**src/rtl/i2c_reg_ctrl.sv**
```systemverilog
// Register-map controller for the I2C slave: pointer byte after START,
// auto-incrementing writes into a 2**PTR_W byte bank, and auto-incrementing
// transmit data for reads. Register 0 holds a read-only device ID.
module i2c_reg_ctrl #(
    parameter int unsigned PTR_W  = 4,
    parameter logic [7:0]  DEV_ID = 8'hA5,
    localparam int unsigned NREGS = 2 ** PTR_W
) (
    input  logic                 CLK,
    input  logic                 RESET,
    input  logic                 ENB,
    input  logic                 START,
    input  logic                 STOP,
    input  logic [7:0]           D,
    input  logic                 D_ready,
    input  logic                 Q_next,
    output logic [7:0]           Q,
    output logic [8*NREGS-1:0]   REG_OUT,
    output logic                 WR_STROBE,
    output logic [PTR_W-1:0]     WR_ADDR,
    output logic                 ERR
);

    typedef enum logic [1:0] {
        IDLE    = 2'd0,
        GET_PTR = 2'd1,
        WR_DATA = 2'd2
    } state_t;

    state_t           state;
    logic [PTR_W-1:0] ptr;
    logic [PTR_W-1:0] ptr_inc;
    logic [7:0]       regs [NREGS];

    // Pointer plus one, wrapping naturally at NREGS
    always_comb begin
        ptr_inc = ptr + PTR_W'(1);
    end

    // Flatten the bank onto the export bus
    always_comb begin
        REG_OUT = '0;
        for (int unsigned k = 0; k < NREGS; k++) begin
            REG_OUT[8*k +: 8] = regs[k];
        end
    end

    // Protocol FSM, pointer, bank writes and registered outputs
    always_ff @(posedge CLK) begin
        if (!RESET) begin
            state     <= IDLE;
            ptr       <= '0;
            Q         <= DEV_ID;
            WR_STROBE <= 1'b0;
            WR_ADDR   <= '0;
            ERR       <= 1'b0;
            regs[0]   <= DEV_ID;
            for (int unsigned k = 1; k < NREGS; k++) begin
                regs[k] <= 8'h00;
            end
        end else if (!ENB) begin
            WR_STROBE <= 1'b0;
            ERR       <= 1'b0;
        end else begin
            WR_STROBE <= 1'b0;
            ERR       <= 1'b0;
            Q         <= regs[ptr];
            if (START) begin
                // START discards a coincident byte; a lone Q_next still advances
                state <= GET_PTR;
                if (Q_next && !D_ready) begin
                    ptr <= ptr_inc;
                end
            end else begin
                if (D_ready) begin
                    unique case (state)
                        GET_PTR: begin
                            ptr   <= D[PTR_W-1:0];
                            ERR   <= ((D >> PTR_W) != 8'd0);
                            state <= WR_DATA;
                        end
                        WR_DATA: begin
                            if (ptr == '0) begin
                                ERR <= 1'b1;
                            end else begin
                                regs[ptr] <= D;
                                WR_STROBE <= 1'b1;
                                WR_ADDR   <= ptr;
                            end
                            ptr <= ptr_inc;
                        end
                        default: ;
                    endcase
                end else if (Q_next) begin
                    ptr <= ptr_inc;
                end
                // STOP after the byte so the byte is still processed
                if (STOP) begin
                    state <= IDLE;
                end
            end
        end
    end

endmodule

```
**config.mk**
```make
export PLATFORM = sky130hd
export DESIGN_NAME = i2c_reg_ctrl
export DESIGN_NICKNAME = d
export VERILOG_FILES = /design/src/rtl/i2c_reg_ctrl.sv
export SDC_FILE = /design/constraint.sdc
export NUM_CORES = 1
export LEC_CHECK = 0
export ABC_AREA = 1
export ABC_CLOCK_PERIOD_IN_PS = 7100
export BUFFER_PORTS_ARGS = -buffer_cell sky130_fd_sc_hd__buf_2
export CAP_MARGIN = 5
export CORE_UTILIZATION = 50
export DETAILED_ROUTE_END_ITERATION = 8
export GPL_ROUTABILITY_DRIVEN = 0
export PLACE_DENSITY = 0.75
export SYNTH_ARGS = -nofsm -noshare
export SYNTH_HDL_FRONTEND = slang
export SYNTH_SLANG_ARGS = --single-unit
```
**constraint.sdc**
```tcl
create_clock -name CLK -period 7.1 [get_ports CLK]
set_clock_uncertainty 0.1 [all_clocks]
set_input_delay 0.71 -clock CLK [delete_from_list [all_inputs] [get_ports CLK]]
set_output_delay 0.71 -clock CLK [all_outputs]
set_load 0.02 [all_outputs]
```
# Yosys cells after proc, flatten, opt, wreduce, memory -nomap -nowiden
# Memory sizes are Yosys's and may differ from the RTL's. A register that Yosys moved wholly into a read port is not among the register bits.
# Cells that the tools add are included.
dict set report totals {
  memories 1
  mem_bits_rw 128
  wordCells 51
  register_bits 12
  output_inout_bits 142
  inputBits 15
}
# name words width rd rd_clocked_by_memory_dff wr line
set memory_table {}
lappend memory_table {regs 16 8 17 1 16 33} ;# logic [7:0] regs [NREGS];
dict set report op_classes {
  eq_ne 4
  bitwise_logic 5
  mux 22
  n_addsub 1
  reduce_logical 13
}
# cell n
set op_table {}
lappend op_table {{$mux W4} 5}
lappend op_table {{$mux W1} 10}
lappend op_table {{$reduce_bool A3 Y1} 3}
lappend op_table {{$mux W2} 4}
lappend op_table {{$mux W8} 1}
lappend op_table {{$pmux W4 S2} 1}
lappend op_table {{$reduce_bool A8 Y1} 1}
lappend op_table {{$reduce_or A8 Y1} 1}
lappend op_table {{$not A1 Y1} 5}
lappend op_table {{$reduce_and A5 Y1} 1}
lappend op_table {{$add A4 B1 Y4 const B} 1}
lappend op_table {{$logic_not A4 Y1} 1}
lappend op_table {{$ne A4 B2 Y1 const B} 1}
lappend op_table {{$reduce_and A4 Y1} 1}
lappend op_table {{$reduce_or A4 Y1} 1}
lappend op_table {{$reduce_and A3 Y1} 1}
lappend op_table {{$eq A2 B1 Y1 const B} 1}
lappend op_table {{$eq A2 B2 Y1 const B} 1}
lappend op_table {{$logic_not A1 Y1} 2}
lappend op_table {{$ne A2 B1 Y1 const B} 1}
lappend op_table {{$pmux W1 S2} 1}
lappend op_table {{$logic_and A1 B1 Y1} 1}

# Longest topological paths before layout
dict set report depth {
  ltp_word 10
  ltp_mapped 11
  ltp_nobuf 9
}

# Least setup slack after synthesis
# Ideal clock, no wire load.
dict set report synth_timing {
  path_kind {register to register}
  start {register ptr[1]}
  end {memory regs[1][0] (enable)}
  t_arrival_ps 1984
  setup_time_ps 329
  stages_incl_launch_ff 12
  path_buffers 2
  t_required_ps 6671
  setup_slack_ps 4687
  synth_period_minus_slack_ps 2413
  path_cell_list {dfxtp_1 -> buf_2 -> clkinv_1 -> buf_2 -> ha_1 -> nand2_1 -> nand3_2 -> nor2_4 -> inv_4 -> nor2_8 -> nand2_2 -> nand2_1}
}
# item line
set synth_lines {}
lappend synth_lines {{start, declared} 31} ;# logic [PTR_W-1:0] ptr;
lappend synth_lines {{start signal, assigned} 72} ;# ptr <= ptr_inc;
lappend synth_lines {{start signal, assigned} 78} ;# ptr <= D[PTR_W-1:0];
lappend synth_lines {{start signal, assigned} 90} ;# ptr <= ptr_inc;
lappend synth_lines {{end, declared} 33}

==> reports/results.txt <==
highest clock rate - 269 MHz
CP startpoint - ptr[0]$_SDFFE_PN0P_
CP Class - flip-flop to flip-flop
via count - 6,183
cell family with most CP delay - buffers and inverters
met2 WL - 9.41 mm
Final Net Count - 963
post-CTS setup buffers - 0
DR top layer - met4
Placement Rows - 42
minimum clock period - 3.72 ns
initial antenna violation count - 0
die area - 0.0145 mm2
most frequent CP cell - nand2_1
synthesized area - 0.00699 mm2
ANT nets after route - 0
Synth Instances - 797
Hold Crit Start - WR_ADDR[3]$_SDFFE_PN0P_
DR WL/cell - 18.4 um
I/O Buffers - 156
H-Tree Depth - 4
Antenna diodes - 0
Core Box Area - 0.0135 mm2
placed cell count - 1,099
sequential fraction of the synthesis area - 0.607
Synth Area per Inst - 8.78 um2
VDD IR max - 151 uV
first-pass GRT wire length - 30.8 mm
Reg2Reg Setup Slack - 3.38 ns
worst path cell trace - buf_4 > inv_2 > ha_1 > nand2_1 > nand3_2 > nor2_4 > inv_4 > nor2_8 > nand2_2 > nand2_1
DP Worst Slack - 3.49 ns
vias in the first global route - 5,552
power per cell area - 246 mW/mm2
Synth Warn # - 0
clock power share - 0.404
final hold slack - 0.379 ns
final hold vios - 0
Post-CTS Resized - 0
setup slack after layout - 3.38 ns
worst skew pair latency - 0.44 ns
Area contributors post-synth - edfxtp_1 55%, nand2_1 12%, nor2_1 8.3%
area grow syn2layout - 20.4%
fillers - 1,171
Detailed Route WL - 20.9 mm
fin crit share - 0.524
most numerous cell in the Yosys netlist - nand2_1
Worst path slowest cell - inv_2
DRT iter0 DRCs - 908
cts bufs inserted - 17
HPWL Detailed - 14.3 mm
top post-synthesis cells by count - 231 x nand2_1, 154 x nor2_1, 128 x edfxtp_1, 88 x inv_1, 55 x nand3_1
total of max-cap violations - 0
crit-path max FO - 69
CTS tree - yes
Power, Total - 2.07 mW
Psw - 554 uW
Hold-fix buffers, CTS - 0
Synth cell types - 26
post-synthesis register bit count - 148
DRC Markers - 0
height of the chip - 120 um
die extent in x - 120 um
vias per cell - 5.47
Initial Util - 0.520
status - complete, no violations
number of synthesized flops with an enable pin - 128
max-slew violation count - 0
metal3 WL - 2.52 mm
Least-Margin Pin Slew - 1.11 ns
I/O pins - 157
Flop pwr share - 0.485
WP data required - 7.10 ns
Post-Route Utilization - 0.626
Synth area leader - edfxtp_1
clock buffer depth - 2
Pleak - 4.12 nW
Worst Hold Class - flip-flop to flip-flop
Synth top area share - 0.550
CTS root buffer - clkbuf_16
critical path arrival - 3.72 ns
layout cells sized above 1 - 0.220
TritonCTS Sinks - 148
largest net degree at the start of global routing - 70
CTS clk-pin slew, worst paths - 0.06 ns
Slew HR - 0.261
RSZ-0062 raised after global routing - false
combinational power share - 0.112
Placed Area - 0.00788 mm2
Net Sw Frac - 0.268
CP Launch Type - flip-flop
dominant synthesized flop cell - edfxtp_1
met1 WL - 8.16 mm
final std cells w/o fill - 1,131
Final setup viols - 0
start of the worst register-to-register path - ptr[0]$_SDFFE_PN0P_
CP endpoint kind - flip-flop
final instance area - 0.00842 mm2
Buf+Inv Stages, Crit Path - 3
all-layer global routing usage - 0.294
async set-reset flop share out of synthesis - 0
Internal - 1.51 mW
TNS Setup - 0 ns
drt pass-1 iters - 7
crit-path max cell delay - 0.64 ns
GRT Residual Overflow - 0
## cell families after synthesis
| family | count (synthesis) | synth area share |
|---|---|---|
| other | 2 | 0.00107 |
| AO/OA/AOI/OAI | 49 | 0.0360 |
| flip-flops | 148 | 0.607 |
| buffers and inverters | 131 | 0.0735 |
| adder cells (fa/ha/maj) | 6 | 0.0107 |
| AND/OR/NAND/NOR | 461 | 0.272 |
## flip-flops by register name, indices dropped and copies added, names as in the netlist
| name | flops |
|---|---|
| regs | 128 |
| Q | 8 |
| WR_ADDR | 4 |
| ptr | 4 |
| state | 2 |
| ERR | 1 |
| WR_STROBE | 1 |
## worst reg2reg max path, delay by kind of cell, from the launching register on
family                     cells  cell delay (ns)
DFF                            1             0.31
adders and majority gates      1             0.50
and+or+nand+nor                6             1.14
buffers and inverters          3             1.33
## worst paths after layout
| path | cells after the start | end |
|---|---|---|
| worst max-delay path | 10 | regs[2][0]$_SDFFCE_PN0P_ |
| worst min-delay path | 2 | WR_ADDR[3]$_SDFFE_PN0P_ |
| worst max register to register | 10 | regs[2][0]$_SDFFCE_PN0P_ |
| worst min register to register | 2 | WR_ADDR[3]$_SDFFE_PN0P_ |
## cell usage in the layout (no fill, tap or decap), drive strengths merged
cell and instances:
conb 8, a21oi 13, a32oi 1, nand3 56
edfxtp 128, dfxtp 20, ha 6, bufinv 1
and3 1, nor2 159, clkbuf 18, clkinv 10
nand2 243, nand4 2, o211ai 1, buf 160
clkinvlp 3, o21ai 34, inv 91
## power by group through the flow
| stage | Clock (mW) | Sequential, mW | Combinational (mW) |
|---|---|---|---|
| 2_1_floorplan | 0 | 1.05 | 0.111 |
| 3_3_place_gp | 0 | 1.02 | 0.223 |
| 3_5_place_dp | 0 | 1.02 | 0.226 |
| 4_1_cts | 0.824 | 1.00 | 0.227 |
| 5_1_grt | 0.865 | 1.00 | 0.250 |
| 6_report | 0.835 | 1.00 | 0.231 |
## routing by layer
metal | vias up | GRT usage
li1 | 2816 | -
met1 | 2825 | 0.396
met2 | 472 | 0.446
met3 | 70 | 0.0731
met4 | 0 | 0.139
met5 | - | 0
## layout make-up
class	instances	area, um2	area share
Clock buffer	18	429	0.0510
Timing Repair Buffer	160	811	0.0963
Tap cell	176	220	0.0262
Clock inverter	14	113	0.0134
Sequential cell	148	4250	0.504
Inverter	91	344	0.0409
Multi-Input combinational cell	524	2260	0.268
No activity file was read; power rests on OpenSTA's default activity.
